## config.mk

```make
export PLATFORM = sky130hd
export DESIGN_NAME = usb_rx_ctrl
export DESIGN_NICKNAME = d
export VERILOG_FILES = /design/src/rtl/usb_rx_ctrl.sv
export SDC_FILE = /design/constraint.sdc
export NUM_CORES = 1
export LEC_CHECK = 0
export ABC_AREA = 1
export BUFFER_PORTS_ARGS = -buffer_cell sky130_fd_sc_hd__buf_4
export CORE_MARGIN = 4
export CORE_UTILIZATION = 48
export CTS_BUF_LIST = sky130_fd_sc_hd__clkbuf_8
export DETAILED_ROUTE_END_ITERATION = 12
export PLACE_DENSITY_LB_ADDON = 0.08
export SYNTH_ARGS = -nofsm -noshare
export SYNTH_HDL_FRONTEND = slang
export SYNTH_SLANG_ARGS = --single-unit
```

## constraint.sdc

```tcl
create_clock -name clk -period 1.32 [get_ports clk]
set_input_delay 0.066 -clock clk [delete_from_list [all_inputs] [get_ports clk]]
set_output_delay 0.066 -clock clk [all_outputs]
set_load 0.02 [all_outputs]
```

## src/rtl/usb_rx_ctrl.sv

```systemverilog
// Receive control FSM for the USB 1.1 RX path: sequences one packet per run from the
// first line edge through SYNC check, byte stores, EOP alignment check and error reporting.
module usb_rx_ctrl #(
  parameter logic [7:0]  SYNC_BYTE = 8'h80,
  parameter int unsigned MAX_BYTES = 64
) (
  input  logic       clk,
  input  logic       n_rst,
  input  logic       d_edge,
  input  logic       eop,
  input  logic       shift_enable,
  input  logic       byte_received,
  input  logic [7:0] rcv_data,
  output logic       rcving,
  output logic       w_enable,
  output logic       r_error,
  output logic       packet_done,
  output logic [7:0] byte_cnt
);

  localparam logic [7:0] MaxCnt = 8'(MAX_BYTES);

  typedef enum logic [2:0] {
    StIdle, StErrIdle, StSyncRcv, StDataRcv, StStore, StEopWait, StErrEop, StErrWait
  } state_e;

  state_e     state_q, state_d;
  logic [2:0] bit_cnt_q;
  logic [7:0] byte_cnt_q;
  logic       r_error_q;
  logic       start;
  logic       eop_bit;

  assign start   = ((state_q == StIdle) || (state_q == StErrIdle)) && d_edge;
  assign eop_bit = eop && shift_enable;

  always_ff @(posedge clk or negedge n_rst) begin
    if (!n_rst) begin
      state_q <= StIdle;
    end else begin
      state_q <= state_d;
    end
  end

  always_comb begin
    state_d = state_q;
    case (state_q)
      StIdle, StErrIdle: begin
        if (d_edge) state_d = StSyncRcv;
      end
      StSyncRcv: begin
        if (byte_received) begin
          state_d = (rcv_data == SYNC_BYTE) ? StDataRcv : StErrEop;
        end else if (eop_bit) begin
          state_d = StErrEop;
        end
      end
      StDataRcv: begin
        // A completed byte wins over a coincident EOP; EOP is re-checked on the next bit.
        if (byte_received) begin
          state_d = (byte_cnt_q < MaxCnt) ? StStore : StErrEop;
        end else if (eop_bit) begin
          state_d = ((bit_cnt_q == 3'd0) && (byte_cnt_q != 8'd0)) ? StEopWait : StErrEop;
        end
      end
      StStore:   state_d = StDataRcv;
      StEopWait: if (!eop) state_d = StIdle;
      StErrEop:  if (eop_bit) state_d = StErrWait;
      StErrWait: if (!eop) state_d = StErrIdle;
      default:   state_d = StIdle;
    endcase
  end

  always_ff @(posedge clk or negedge n_rst) begin
    if (!n_rst) begin
      bit_cnt_q  <= 3'd0;
      byte_cnt_q <= 8'd0;
      r_error_q  <= 1'b0;
    end else begin
      if (start) begin
        bit_cnt_q <= 3'd0;
      end else if (shift_enable) begin
        bit_cnt_q <= bit_cnt_q + 3'd1;
      end

      if (start) begin
        byte_cnt_q <= 8'd0;
      end else if ((state_q == StStore) && (byte_cnt_q < MaxCnt)) begin
        byte_cnt_q <= byte_cnt_q + 8'd1;
      end

      if (start) begin
        r_error_q <= 1'b0;
      end else if ((state_d == StErrEop) && (state_q != StErrEop)) begin
        r_error_q <= 1'b1;
      end
    end
  end

  always_comb begin
    rcving      = 1'b0;
    w_enable    = 1'b0;
    packet_done = 1'b0;
    case (state_q)
      StSyncRcv, StDataRcv, StErrEop, StErrWait: rcving = 1'b1;
      StStore: begin
        rcving   = 1'b1;
        w_enable = 1'b1;
      end
      StEopWait: begin
        rcving      = 1'b1;
        packet_done = !eop;
      end
      default: ;
    endcase
  end

  assign r_error  = r_error_q;
  assign byte_cnt = byte_cnt_q;

endmodule
```

Word level (Yosys, flattened, before mapping)
Index checks and enable logic that the tools add are counted.

storage, ports and cells
  bits in latches = 0
  output and inout bits = 12
  logic and storage cells = 53
  memory bits (writable) = 0
  register bits = 15
  memories kept = 0
  ROM bits = 0

operators by class
  $mul = 0
  $add $sub $neg = 2
  divide/modulo/power cells = 0
  bitwise gates (word level) = 0
  shift-type cells = 0
  mux-type cells = 21
  equal/unequal tests = 10
  reductions and logical operators = 15
  magnitude comparators = 1

operators with widths
  kind                                                        number
  two-way mux 3 bit                                           11
  one-hot mux 3 bit (7 select lines)                          1
  two-way mux 8 bit                                           2
  equality test 3 bit, second input constant                  5
  adder 8 x 1 -> 8 bit, second input constant                 1
  equality test 8 bit, second input constant                  1
  less-than comparator 8 x 7 -> 1 bit, second input constant  1
  nonzero test 8 bit                                          1
  equality test 3 x 2 -> 1 bit, second input constant         2
  zero test 3 bit                                             2
  nonzero test 2 bit                                          3
  OR reduction 6 bit                                          1
  logical AND 1 bit                                           5
  two-way mux 1 bit                                           5
  two-way mux 2 bit                                           2
  adder 3 x 1 -> 3 bit, second input constant                 1
  equality test 3 x 1 -> 1 bit, second input constant         1
  inequality test 3 bit, second input constant                1
  OR reduction 2 bit                                          1
  zero test 1 bit                                             1
  logical OR 1 bit                                            1

Longest topological paths before layout
  depth in word-level cells = 10
  mapped depth = 12

Worst setup path before layout
Ideal clock, no wire load.

  kind = register -> register
  start = register byte_cnt_q[0] (netlist: byte_cnt[0])
  end = register r_error_q (netlist: r_error)
  setup time = 123 ps
  stages on the path, launching flop included = 11
  data arrival time = 1287 ps
  data required time = 1197 ps
  path buffers = 0
  slack = -90 ps
  path through = dfrtp_1 > inv_1 > ha_1 > nand2_1 > nor2_1 > nand2_1 > nand3_1 > a21oi_1 > nor2_1 > nand2_1 > a21oi_1

on the way
  longest elaborated chain between the ends = 9

ends and longest elaborated chain
  what                                                                                         RTL line  source
  start, declared                                                                              29        logic [7:0] byte_cnt_q;
  start signal, assigned                                                                       89        byte_cnt_q <= byte_cnt_q + 8'd1;
  parallel branches: the longest is 4 deep, another holds less-than comparator 8 x 7 -> 1 bit  --
  two-way mux 3 bit *                                                                          60        if (byte_received) begin
  one-hot mux 3 bit (7 select lines) *                                                         47        case (state_q)
  equality test 3 bit *                                                                        94        end else if ((state_d == StErrEop) && (state_q != StErrEop)) begin
  logical AND 1 bit *                                                                          94
  nonzero test 2 bit (no line) *                                                               --
  end signal, assigned                                                                         78        r_error_q <= 1'b0;
  end signal, assigned                                                                         93        r_error_q <= 1'b0;
  end signal, assigned                                                                         95        r_error_q <= 1'b1;
  end, declared                                                                                30        logic r_error_q;

Mark *: on every way between the ends.
A chain may end at the register's enable or synchronous reset.

Final worst setup path
  start = register state_q[0]
  end = register byte_cnt_q[5] (netlist: byte_cnt[5])

on the way
  longest elaborated chain between the ends = 4

ends and longest elaborated chain
  what                                                             RTL line  source
  start, declared                                                  27        state_e state_q, state_d;
  start signal, assigned                                           39        state_q <= StIdle;
  start signal, assigned                                           41        state_q <= state_d;
  equality test 3 x 1 -> 1 bit or zero test 3 bit (tied branches)  34        assign start = ((state_q == StIdle) || (state_q == StErrIdle)) && d_edge;
  logical OR 1 bit                                                 34
  logical AND 1 bit                                                34
  two-way mux 8 bit or nonzero test 2 bit (tied branches)          --

Parallel ways exist; a longest one is shown, timed or not.

==> metrics <==
vias in the first global route roughly 1,100; crit path capture type register; Worst Path Required around 1.5 ns; Initial Utilization between 50% and 60%; clock tree sinks 15; most common cell after layout, fill and taps aside buf_4; Die H 52.9 µm; f_max 0.648 GHz; Via density approximately 5.5; crit start category register; Syn. warnings 0; worst-skew pair later-pin latency ~0.26 ns; CP max FO 3; failing checks setup timing; Tightest Pin Transition about 0.28 ns; # diodes 0; CTS root buf clkbuf_8; Syn Area/Cell about 6.9 µm²; Critical R2R Launch state_q[0]; endpoints failing hold 0; CTS clk-pin slew, worst paths roughly 0.06 ns; Die X ~53 µm; reg2reg end byte_cnt[5]; outcome finished with violations; cell count after synthesis 140; IO Count 26; Setup WS post-layout -0.223 ns; crit share post-route 117%; Clock Skews 0.00554 ns; Area growth syn-to-layout 60.8%; Hold Path Sink bit_cnt_q[1]; register area share after synthesis roughly two fifths; Fillers between 100 and 150; total leakage power 0.847 nW; HP Class input pin to register; Syn Nets roughly 160; fin area approximately 1600 µm²; VDD IR-drop max 1.43 mV; most frequent cells in the layout 50 x buf_4, 28 x nand2_1, 22 x inv_1; H-tree depth 1; Worst EP arrival between 1.5 and 2 ns; Port Buffers 25; flop2flop setup slack -0.22 ns; hold path depth 3; Compound-Gate Fraction of Synth Area a little under a tenth; Seq cells post-synth 15; Final Max Slew Viols 0; hold_sp shift_enable; drt pass-1 iters 4; # setup viols final 8; initial antenna violation count 0; RePlAce Congestion ~0.84; Final HPWL DP 1.98 mm; mux cell area share after synthesis 0%; Max Cap Violations 0; core outline area 1820 µm²; Slew HR between 80% and 90%; RSZ-0062 raised after global routing true; gr usage total a little under a quarter; row count 15; first-pass GRT wire length between 4 and 5 mm; initial DRC count 50; Die Area ~2800 µm²; via count 1,222; simple-gate share of the synthesized area about a third; Net count, final roughly 220; crit path time final between 1.5 and 2 ns; Post-DRT Antenna Nets 0; final WL 3.62 mm; CTS tree yes; XOR/XNOR Fraction of Synth Area less than 1%; Post-route DRC 0; largest family of logic cells by synthesized area simple AND/OR/NAND/NOR gates; Place WS -0.146 ns; cell area after synthesis 970 µm²; Netlist cell types 20; PwrDens 1880 nW/µm²; largest net degree at the start of global routing 16; critical path type register to register; placed inst area roughly 1300 µm²; Max clock buf depth 2; worst r2r path cells 10; share of cells above drive strength 1 between 40% and 50%; Synth Area in Adders 5.16%; CTS Buf Count 3; gr ovfl total 0; WL per Instance around 16 µm
## report_power, final
part           switching [mW]  internal (mW)
Clock                   0.171          0.207
Sequential              0.116          0.607
Combinational            1.06          0.777
## stage by stage
stage	power [mW]	hold WS, ns	util, %	cells	setup TNS, ns
6_report	2.94	0.0996	85.6	223	-0.889
3_5_place_dp	2.10	-0.0727	73.4	209	-0.268
2_1_floorplan	1.50	-0.230	-	140	-0.105
5_1_grt	3.13	0.115	85.6	223	-1.62
4_1_cts	2.57	0.0891	79.0	216	-0.204
3_3_place_gp	2.05	-0.0739	73.4	209	-0.101
## layer usage
layer | vias to the layer above | routed length [µm] | global-route usage [%]
met1 | 583 | 1380 | 24.9
met4 | 0 | 139 | 7.66
met2 | 66 | 1900 | 42.1
li1 | 548 | - | -
met3 | 25 | 207 | 4.51
met5 | - | 0 | 0
## area by class of cell
cell class / count / area [µm²] / area share [%]
inverter: 28 / 110 / 7.06
sequential: 15 / 382 / 24.5
timing repair buffer: 54 / 419 / 26.9
clock inverter: 1 / 3.75 / 0.241
multi-input combinational: 97 / 572 / 36.7
tap: 25 / 31.3 / 2.01
clock buffer: 3 / 41.3 / 2.65
## what timing repair did
action | in CTS | in global routing
pin swaps | 4 | 7
hold buffers | 1 | 0
resized for setup | 12 | 22
setup endpoints to repair | 6 | 15
buffers inserted | 2 | 8
endpoints found under the hold margin | 15 | 0
## critical path, cell delays in order (launching register included)
cell and delay [ns]:
dfrtp_1 0.43, inv_4 0.09, nand3_4 0.09, nor2_4 0.12
nand2_2 0.09, nor3_4 0.17, and2_4 0.18, nand2_2 0.06
nand2_1 0.05, nand2_1 0.07, nor2_1 0.10
## how the worst max path moves through the flow
| stage | startpoint | end | depth (start not counted) |
|---|---|---|---|
| 2_1_floorplan | state_q[0] | byte_cnt[5] | 9 |
| 3_3_place_gp | byte_cnt[0] | r_error | 12 |
| 3_5_place_dp | byte_cnt[0] | r_error | 12 |
| 4_1_cts | byte_cnt[0] | r_error | 12 |
| 5_1_grt | state_q[0] | r_error | 10 |
| 6_report | state_q[0] | byte_cnt[5] | 10 |
## cell usage after synthesis, drive strengths merged
master | n | area [µm²]
dfrtp | 15 | 375
nor3 | 4 | 25.0
nand4 | 2 | 12.5
ha | 4 | 50.1
inv | 28 | 108
and2 | 1 | 8.76
a211oi | 1 | 7.51
o21ai | 5 | 25.0
nand3 | 8 | 52.6
xnor2 | 1 | 8.76
nand2 | 35 | 136
nor2 | 25 | 101
a31oi | 3 | 18.8
a21oi | 8 | 40.0
## flip-flops by register name (all words and copies together) (netlist names)
signal,cells
byte_cnt,8
bit_cnt_q,3
state_q,3
r_error,1
## cells by family (layout without fill, tap and decap cells)
group                    after synthesis  after routing
XOR/XNOR                               1              1
flip-flops                            15             15
AO/OA/AOI/OAI                         17             17
buffers and inverters                 28             86
adder cells (fa/ha/maj)                4              4
AND/OR/NAND/NOR                       75             75
(Power assumes the default switching activity.)
